$ cat config.mk
export PLATFORM = sky130hd
export DESIGN_NAME = reg_file_sb
export DESIGN_NICKNAME = d
export VERILOG_FILES = /design/src/rtl/reg_file_pkg.sv /design/src/rtl/reg_file_scoreboard.sv /design/src/rtl/reg_file_sb.sv
export SDC_FILE = /design/constraint.sdc
export NUM_CORES = 1
export LEC_CHECK = 0
export CAP_MARGIN = 40
export CORE_MARGIN = 2
export CORE_UTILIZATION = 57
export DETAILED_ROUTE_END_ITERATION = 16
export PLACE_DENSITY_LB_ADDON = 0.15
export SYNTH_ARGS = -nofsm -noshare
export SYNTH_HDL_FRONTEND = slang
export SYNTH_SLANG_ARGS = --single-unit
$ cat constraint.sdc
create_clock -name clk -period 4.3 [get_ports clk]
set_clock_uncertainty 0.1 [all_clocks]
set_input_delay 0.86 -clock clk [delete_from_list [all_inputs] [get_ports clk]]
set_output_delay 0.86 -clock clk [all_outputs]
set_load 0.02 [all_outputs]
$ cat src/rtl/reg_file_pkg.sv
// Shared types and default sizes for the register file slice.
package reg_file_pkg;

   typedef enum logic {IDLE = 1'b0, CLEAR = 1'b1} state_t;

   localparam int DEF_DATA_W = 8;
   localparam int DEF_ADDR_W = 2;

endpackage

$ cat src/rtl/reg_file_scoreboard.sv
// Per-register busy bits tracking outstanding multi-cycle producers.
module reg_file_scoreboard
   import reg_file_pkg::*;
#(
   parameter int ADDR_W   = DEF_ADDR_W,
   parameter bit ZERO_REG = 1'b0,
   parameter bit BYPASS   = 1'b1
) (
   input  logic              clk,
   input  logic              rst_n,
   input  logic              clear_all,
   input  logic              set_en,
   input  logic [ADDR_W-1:0] set_addr,
   input  logic              clr_en,
   input  logic [ADDR_W-1:0] clr_addr,
   input  logic [ADDR_W-1:0] read_addr1,
   input  logic [ADDR_W-1:0] read_addr2,
   output logic              read_busy1,
   output logic              read_busy2
);

   localparam int NREGS = 2 ** ADDR_W;

   logic [NREGS-1:0] busy;

   // Set is applied after clear so a re-issued producer keeps the entry busy.
   always_ff @(posedge clk) begin
      if (!rst_n || clear_all) begin
         busy <= '0;
      end else begin
         if (clr_en) busy[clr_addr] <= 1'b0;
         if (set_en && !(ZERO_REG && set_addr == '0)) busy[set_addr] <= 1'b1;
      end
   end

   function automatic logic busy_lookup(input logic [NREGS-1:0]  bits,
                                        input logic [ADDR_W-1:0] addr,
                                        input logic              wr,
                                        input logic [ADDR_W-1:0] wr_addr,
                                        input logic              st,
                                        input logic [ADDR_W-1:0] st_addr);
      logic retiring;
      retiring = BYPASS && wr && (wr_addr == addr) && !(st && st_addr == addr);
      if (ZERO_REG && addr == '0) return 1'b0;
      return bits[addr] && !retiring;
   endfunction

   assign read_busy1 = busy_lookup(busy, read_addr1, clr_en, clr_addr, set_en, set_addr);
   assign read_busy2 = busy_lookup(busy, read_addr2, clr_en, clr_addr, set_en, set_addr);

endmodule

$ cat src/rtl/reg_file_sb.sv
// Register file with async reads, write bypass, busy scoreboard and a
// one-entry-per-cycle clear engine.
module reg_file_sb
   import reg_file_pkg::*;
#(
   parameter int DATA_W   = DEF_DATA_W,
   parameter int ADDR_W   = DEF_ADDR_W,
   parameter bit ZERO_REG = 1'b0,
   parameter bit BYPASS   = 1'b1
) (
   input  logic              clk,
   input  logic              rst_n,
   input  logic [ADDR_W-1:0] read_addr1,
   input  logic [ADDR_W-1:0] read_addr2,
   output logic [DATA_W-1:0] read_data1,
   output logic [DATA_W-1:0] read_data2,
   output logic              read_busy1,
   output logic              read_busy2,
   input  logic [ADDR_W-1:0] write_addr,
   input  logic [DATA_W-1:0] write_data,
   input  logic              write_enable,
   input  logic              busy_set,
   input  logic [ADDR_W-1:0] busy_addr,
   input  logic              clear_start,
   output logic              clear_busy,
   output logic              write_drop
);

   localparam int                NREGS = 2 ** ADDR_W;
   localparam logic [ADDR_W-1:0] LAST  = ADDR_W'(NREGS - 1);

   state_t            state;
   logic [ADDR_W-1:0] count;
   logic [DATA_W-1:0] mem [NREGS];
   logic              idle;
   logic              start;
   logic              write_ok;
   logic              write_keep;

   // The IDLE->CLEAR transition cycle already rejects writes.
   assign idle       = (state == IDLE);
   assign start      = idle && clear_start;
   assign write_ok   = write_enable && idle && !clear_start;
   assign write_keep = write_ok && !(ZERO_REG && write_addr == '0);

   function automatic logic [DATA_W-1:0] read_port(input logic [ADDR_W-1:0] addr,
                                                   input logic [DATA_W-1:0] stored,
                                                   input logic              wr,
                                                   input logic [ADDR_W-1:0] wr_addr,
                                                   input logic [DATA_W-1:0] wr_data);
      if (ZERO_REG && addr == '0) return '0;
      if (BYPASS && wr && wr_addr == addr) return wr_data;
      return stored;
   endfunction

   assign read_data1 = read_port(read_addr1, mem[read_addr1], write_ok, write_addr, write_data);
   assign read_data2 = read_port(read_addr2, mem[read_addr2], write_ok, write_addr, write_data);
   assign clear_busy = (state == CLEAR);

   always_ff @(posedge clk) begin
      if (!rst_n) begin
         state      <= IDLE;
         count      <= '0;
         write_drop <= 1'b0;
         for (int i = 0; i < NREGS; i++) mem[i] <= '0;
      end else begin
         write_drop <= write_enable && !write_ok;
         case (state)
            IDLE: begin
               if (clear_start) begin
                  state <= CLEAR;
                  count <= '0;
               end else if (write_keep) begin
                  mem[write_addr] <= write_data;
               end
            end
            CLEAR: begin
               mem[count] <= '0;
               count      <= count + 1'b1;
               if (count == LAST) state <= IDLE;
            end
            default: state <= IDLE;
         endcase
      end
   end

   reg_file_scoreboard #(
      .ADDR_W   (ADDR_W),
      .ZERO_REG (ZERO_REG),
      .BYPASS   (BYPASS)
   ) u_scoreboard (
      .clk        (clk),
      .rst_n      (rst_n),
      .clear_all  (start),
      .set_en     (busy_set && idle),
      .set_addr   (busy_addr),
      .clr_en     (write_ok),
      .clr_addr   (write_addr),
      .read_addr1 (read_addr1),
      .read_addr2 (read_addr2),
      .read_busy1 (read_busy1),
      .read_busy2 (read_busy2)
   );

endmodule
==> results of run 1 <==
cells by family (layout without fill, tap and decap cells):
kind of cell    after synthesis  in the layout  share of synthesized area (%)
compound gates               14             14                           6.64
xor+xnor                      8              8                           2.86
fa+ha+maj                     1              1                          0.511
buf+inv                      20             64                           4.09
flops                        40             40                           45.8
mux                          34             34                           23.9
simple gates                 64             64                           16.2
how the worst max path moves through the flow:
stage                   from            end  slack, ns  cells after the start
2_1_floorplan  read_addr1[0]  read_data1[0]       1.48                      3
3_3_place_gp   read_addr1[0]  read_data1[7]       0.41                      6
3_5_place_dp   write_addr[1]  read_data1[7]       0.34                      5
4_1_cts        write_addr[1]  read_data1[7]       0.33                      5
5_1_grt        write_addr[1]  read_data1[3]       0.22                      5
6_report       write_addr[1]  read_data1[7]       0.33                      5
where the power goes:
group / switching (mW) / internal (mW) / total, mW
combinational: 0.0970 / 0.108 / 0.205
clock: 0.125 / 0.110 / 0.235
sequential: 0.0126 / 0.437 / 0.450
total: 0.234 / 0.654 / 0.889
layout make-up:
class / count / area (µm²)
sequential: 40 / 1120
fill: 295 / 1080
timing repair buffer: 46 / 445
tap: 50 / 62.6
clock buffer: 5 / 68.8
clock inverter: 2 / 12.5
multi-input combinational: 121 / 1230
inverter: 11 / 41.3
registers in the layout, summed over array words and instances (netlist names):
| register | flops |
|---|---|
| count | 2 |
| write_drop | 1 |
| clear_busy | 1 |
| mem | 32 |
| u_scoreboard.busy | 4 |
critical path, stage by stage:
cell and delay [ns]:
clkdlybuf4s50_1 0.60, xnor2_1 0.30, nand3_2 0.31, mux2_2 0.34, clkdlybuf4s50_1 0.60
through the flow:
stage | hold slack (ns) | utilization (%) | instance area (µm²) | setup slack (ns)
3_5_place_dp | 0.403 | 71.4 | 2900 | 0.337
2_1_floorplan | 0.372 | - | 2450 | 1.48
3_3_place_gp | 0.397 | 71.4 | 2900 | 0.409
4_1_cts | 0.420 | 73.5 | 2980 | 0.326
6_report | 0.421 | 73.5 | 2980 | 0.334
5_1_grt | 0.437 | 73.5 | 2980 | 0.215
metal layers:
layer | up-vias | global-route usage [%]
li1 | 774 | -
met1 | 834 | 28.3
met2 | 57 | 43.6
met3 | 9 | 5.38
met4 | 0 | 9.59
met5 | - | 0
Yosys cell counts, types with 2 or more instances:
library cell and instances:
edfxtp_1 32, nor2_1 29, mux4_2 18, mux2_2 16, nand2_1 14, inv_1 11, dfxtp_1 8, xnor2_1 8
buf_2 5, a21oi_1 3, a32o_1 3, buf_4 3, and4_1 2, and4bb_2 2, nand2b_1 2, nand3_2 2
nor4b_4 2, o21a_1 2, o221ai_4 2
==> impl_metrics.env, run 1 <==
export IMPL_clk_latency_ns=0.28
export IMPL_cts_root_buf="clkbuf_8"
export IMPL_rr_endpoint="mem[1][2]$_SDFFCE_PN0P_"
export IMPL_cts_sinks=40
export IMPL_cts_clk_slew_worst_paths_ns=0.07
export IMPL_grt_pass1_vias=1786
export IMPL_cts_resized=0
export IMPL_max_freq_ghz=0.252
export IMPL_numCtsBuffers=5
export IMPL_ys_ff_latch=40
export IMPL_grtUsageTotal_pct=24.3
export IMPL_viasPerCell=6.09
export IMPL_die_area_um2=4840
export IMPL_cellPowerDensity_nw_per_um2=298
export IMPL_max_cap_viol_count=0
export IMPL_reg2reg_from="clear_busy$_SDFF_PN0_"
export IMPL_dr_pass1_iters=4
export IMPL_top_layer="met4"
export IMPL_fin_cells=275
export IMPL_cp_arrival_ns=3.01
export IMPL_dr_wl_met2_um=2920
export IMPL_drc=0
export IMPL_r2r_cells=3
export IMPL_core_area_um2=4060
export IMPL_yosys_warnings=0
export IMPL_setup_worst_path_class="in -> out"
export IMPL_antenna_left=0
export IMPL_cts_hold_buf=0
export IMPL_grt_overflow_total=0
export IMPL_gp_congestion=0.740
export IMPL_outcome="completed"
export IMPL_synth_area_um2=2450
export IMPL_hold_depth=1
export IMPL_grt_antenna_before_repair=0
export IMPL_cp_start_kind="input pin"
export IMPL_syn_num_nets=203
export IMPL_worstSetupEndpointType="output pin"
export IMPL_hp_start="u_scoreboard.busy[3]$_SDFF_PP0_"
export IMPL_power_leakage_nw=1.10
export IMPL_wirelength_met1_um=2120
export IMPL_ys_flop_type="edfxtp_1"
export IMPL_layout_nets=247
export IMPL_period_needed_ns=3.97
export IMPL_drive_gt1_share_pct=28.4
export IMPL_hpwl_um=3860
export IMPL_synth_distinct_cells=36
export IMPL_dpl_cell_count=268
export IMPL_finalSetupTns_ns=0
export IMPL_synth_top_cell_area_share_pct=39.2
export IMPL_met3_length_um=269
export IMPL_cts_htree_levels=2
export IMPL_syn_to_final_growth_pct=21.7
export IMPL_grt_max_degree=18
export IMPL_min_to="u_scoreboard.busy[3]$_SDFF_PP0_"
export IMPL_power_uw=889
export IMPL_worst_slew_pin_slew_ns=0.710
export IMPL_slew_violations=0
export IMPL_finalHoldViolations=0
export IMPL_min_path_type="reg -> reg"
export IMPL_rsz0062_at_grt="false"
export IMPL_die_y_um=69.6
export IMPL_clock_path_buffers=2
export IMPL_synth_edff_count=32
export IMPL_final_common_cell="clkdlybuf4s50_1"
export IMPL_grt_pass1_wl_um=8940
export IMPL_syn_inst=181
export IMPL_postCtsSetupRepairBufs=0
export IMPL_critical_path_peak_fanout=9
export IMPL_yosysSeqAreaShare_pct=45.8
export IMPL_cts_tree="built"
export IMPL_fp_row_count=23
export IMPL_start_util_pct=60.4
export IMPL_synth_top_area_cell="edfxtp_1"
export IMPL_finalCritPeriodShare_pct=92.2
export IMPL_final_cell_mix="40 x clkdlybuf4s50_1, 32 x edfxtp_1, 29 x nor2_1"
export IMPL_yosys_top_cells_area="edfxtp_1 39%, mux4_2 17%, mux2_2 7.4%"
export IMPL_required_ns=3.34
export IMPL_slew_headroom_pct=52.6
export IMPL_async_reset_ff_share_pct=0
export IMPL_io_pins=41
export IMPL_num_vias=1674
export IMPL_portBuffers=40
export IMPL_synth_area_per_cell_um2=13.5
export IMPL_drt_total_wl_um=5400
export IMPL_finalSetupViolations=0
export IMPL_ir_worst_vdd_mv=0.233
export IMPL_rrSetupSlack_ns=1.99
export IMPL_antennaDiodeCount=0
export IMPL_die_w_um=69.6
export IMPL_wl_per_cell_um=19.6
export IMPL_drt_iter0_markers=77
Power figures use the tool's default switching activity.
==> run 2, diff against run 1 <==
--- a/config.mk
+++ b/config.mk
@@ -6,10 +6,12 @@
 export NUM_CORES = 1
 export LEC_CHECK = 0
 export CAP_MARGIN = 40
+export CORE_ASPECT_RATIO = 0.9
 export CORE_MARGIN = 2
 export CORE_UTILIZATION = 57
 export DETAILED_ROUTE_END_ITERATION = 16
 export PLACE_DENSITY_LB_ADDON = 0.15
+export SLEW_MARGIN = 20
 export SYNTH_ARGS = -nofsm -noshare
 export SYNTH_HDL_FRONTEND = slang
 export SYNTH_SLANG_ARGS = --single-unit
==> run 2 against run 1 <==
Effect of this change:
- clock-buffer cell count unchanged
- routed wire length down 1.4%
- die area about the same
- core utilization down 0.81 points
- setup slack better by 0.016 ns
- critical path depth unchanged
- via count down 0.72%
- critical endpoint is now read_data2[6]
==> impl_metrics.env, run 2 (synthesis gave the netlist of run 1 again) <==
export IMPL_grt_antenna_before_repair=0
export IMPL_grt_overflow_total=0
export IMPL_sw_frac_of_total_pct=26.6
export IMPL_dpl_cell_count=266
export IMPL_largest_reg_flops=32
export IMPL_grt_pass1_wl_um=8880
export IMPL_reg_top3="mem: 32 flops, u_scoreboard.busy: 4 flops, count: 2 flops"
export IMPL_drt_total_wl_um=5320
export IMPL_min_path_type="reg -> reg"
export IMPL_viasPerCell=6.07
export IMPL_cts_htree_levels=2
export IMPL_cp_start_kind="input pin"
export IMPL_die_area_um2=4840
export IMPL_die_w_um=73.1
export IMPL_drc=0
export IMPL_cts_clk_slew_worst_paths_ns=0.07
export IMPL_layout_nets=247
export IMPL_num_vias=1662
export IMPL_cts_sinks=40
export IMPL_grt_pass1_vias=1693
export IMPL_cts_root_buf="clkbuf_8"
export IMPL_pwr_share_seq_pct=50.4
export IMPL_hpwl_um=3800
export IMPL_p_clk_share_pct=26.7
export IMPL_die_y_um=66.2
export IMPL_outcome="completed"
export IMPL_rsz0062_at_grt="false"
export IMPL_finalSetupViolations=0
export IMPL_critical_path_peak_fanout=9
export IMPL_portBuffers=40
export IMPL_finalHoldViolations=0
export IMPL_power_leakage_nw=1.10
export IMPL_finalSetupTns_ns=0
export IMPL_cp_arrival_ns=2.99
export IMPL_fillers=287
export IMPL_dr_wl_met2_um=2650
export IMPL_clock_path_buffers=2
export IMPL_period_needed_ns=3.95
export IMPL_final_common_cell="clkdlybuf4s50_1"
export IMPL_clk_latency_ns=0.29
export IMPL_postCtsSetupRepairBufs=0
export IMPL_fp_row_count=22
export IMPL_required_ns=3.34
export IMPL_drt_iter0_markers=89
export IMPL_cts_tree="built"
export IMPL_grt_max_degree=18
export IMPL_max_freq_ghz=0.253
export IMPL_final_cell_mix="40 x clkdlybuf4s50_1, 32 x edfxtp_1, 29 x nor2_1"
export IMPL_core_area_um2=4100
export IMPL_slew_violations=0
export IMPL_ir_worst_vdd_mv=0.212
export IMPL_gp_congestion=0.775
export IMPL_power_frac_comb_pct=22.9
export IMPL_worstSetupEndpointType="output pin"
export IMPL_met3_length_um=273
export IMPL_p_int_uw=655
export IMPL_wl_per_cell_um=19.4
export IMPL_io_pins=41
export IMPL_numCtsBuffers=5
export IMPL_antenna_left=0
export IMPL_whs_ns=0.437
export IMPL_cts_hold_buf=0
export IMPL_dr_pass1_iters=4
export IMPL_setup_worst_path_class="in -> out"
export IMPL_top_layer="met4"
export IMPL_antennaDiodeCount=0
export IMPL_cellPowerDensity_nw_per_um2=299
export IMPL_slew_headroom_pct=52.4
export IMPL_max_cap_viol_count=0
export IMPL_largest_register="mem"
export IMPL_fin_cells=274
export IMPL_post_route_util_pct=72.6
export IMPL_worst_slew_pin_slew_ns=0.713
export IMPL_grtUsageTotal_pct=25.5
export IMPL_drive_gt1_share_pct=28.3
export IMPL_finalCritPeriodShare_pct=91.9
export IMPL_start_util_pct=59.7
export IMPL_syn_to_final_growth_pct=21.6
export IMPL_p_switching_uw=237
export IMPL_wirelength_met1_um=2350
export IMPL_cts_resized=0
[run 2: cell count changes in the layout (fill, tap and decap cells not counted), sizes merged]
cell,previous run,this run
clkinvlp,1,0
clkinv,1,3
[run 2: layer usage]
layer  vias up  GRT usage [%]
met4         0           6.02
met1       837           35.9
li1        772              -
met3         4           6.10
met5         -              0
met2        49           40.2
[run 2: final cells by class]
cell class              instances  area (µm²)  area share [%]
well taps                      48        60.1            2.02
repair buffers                 46         445            15.0
flip-flops and latches         40        1120            37.6
clock buffers                   5        68.8            2.31
inverters                      11        41.3            1.39
clock inverters                 3        13.8           0.462
multi-input cells             121        1230            41.2
[run 2: worst max-delay path, stage by stage]
cell             delay (ns)
clkdlybuf4s50_1        0.59
xnor2_1                0.29
nand3_2                0.31
mux2_2                 0.32
clkdlybuf4s50_1        0.61
[run 2: metrics by stage]
step	power, mW	setup WS (ns)	instance area [µm²]
2_1_floorplan	0.581	1.48	2450
6_report	0.892	0.350	2980
4_1_cts	0.896	0.331	2980
5_1_grt	0.928	0.247	2980
3_3_place_gp	0.656	0.403	2900
3_5_place_dp	0.662	0.335	2900
[run 2: final timing paths]
path	start	end	slack, ns	cells after the start
setup / recovery	write_addr[1]	read_data2[6]	0.35	5
hold / removal	u_scoreboard.busy[0]$_SDFF_PP0_	u_scoreboard.busy[0]$_SDFF_PP0_	0.44	1
setup reg to reg	clear_busy$_SDFF_PN0_	mem[1][3]$_SDFFCE_PN0P_	1.97	3
hold reg to reg	u_scoreboard.busy[0]$_SDFF_PP0_	u_scoreboard.busy[0]$_SDFF_PP0_	0.44	1
[run 2: power groups by stage]
stage               registers, mW  clock network (mW)  logic, mW
floorplan                   0.455                   0      0.126
global placement            0.456                   0      0.200
detailed placement          0.459                   0      0.204
CTS                         0.450               0.242      0.205
global route                0.452               0.257      0.218
finish                      0.450               0.238      0.204
==> run 3, diff against run 2 <==
--- a/config.mk
+++ b/config.mk
@@ -5,10 +5,10 @@
 export SDC_FILE = /design/constraint.sdc
 export NUM_CORES = 1
 export LEC_CHECK = 0
-export CAP_MARGIN = 40
 export CORE_ASPECT_RATIO = 0.9
 export CORE_MARGIN = 2
 export CORE_UTILIZATION = 57
+export CTS_BUF_LIST = sky130_fd_sc_hd__clkbuf_4 sky130_fd_sc_hd__clkbuf_8 sky130_fd_sc_hd__clkbuf_16
 export DETAILED_ROUTE_END_ITERATION = 16
 export PLACE_DENSITY_LB_ADDON = 0.15
 export SLEW_MARGIN = 20
==> results of run 3 <==
The final DEF is identical to that of run 2; final timing and power are the same.
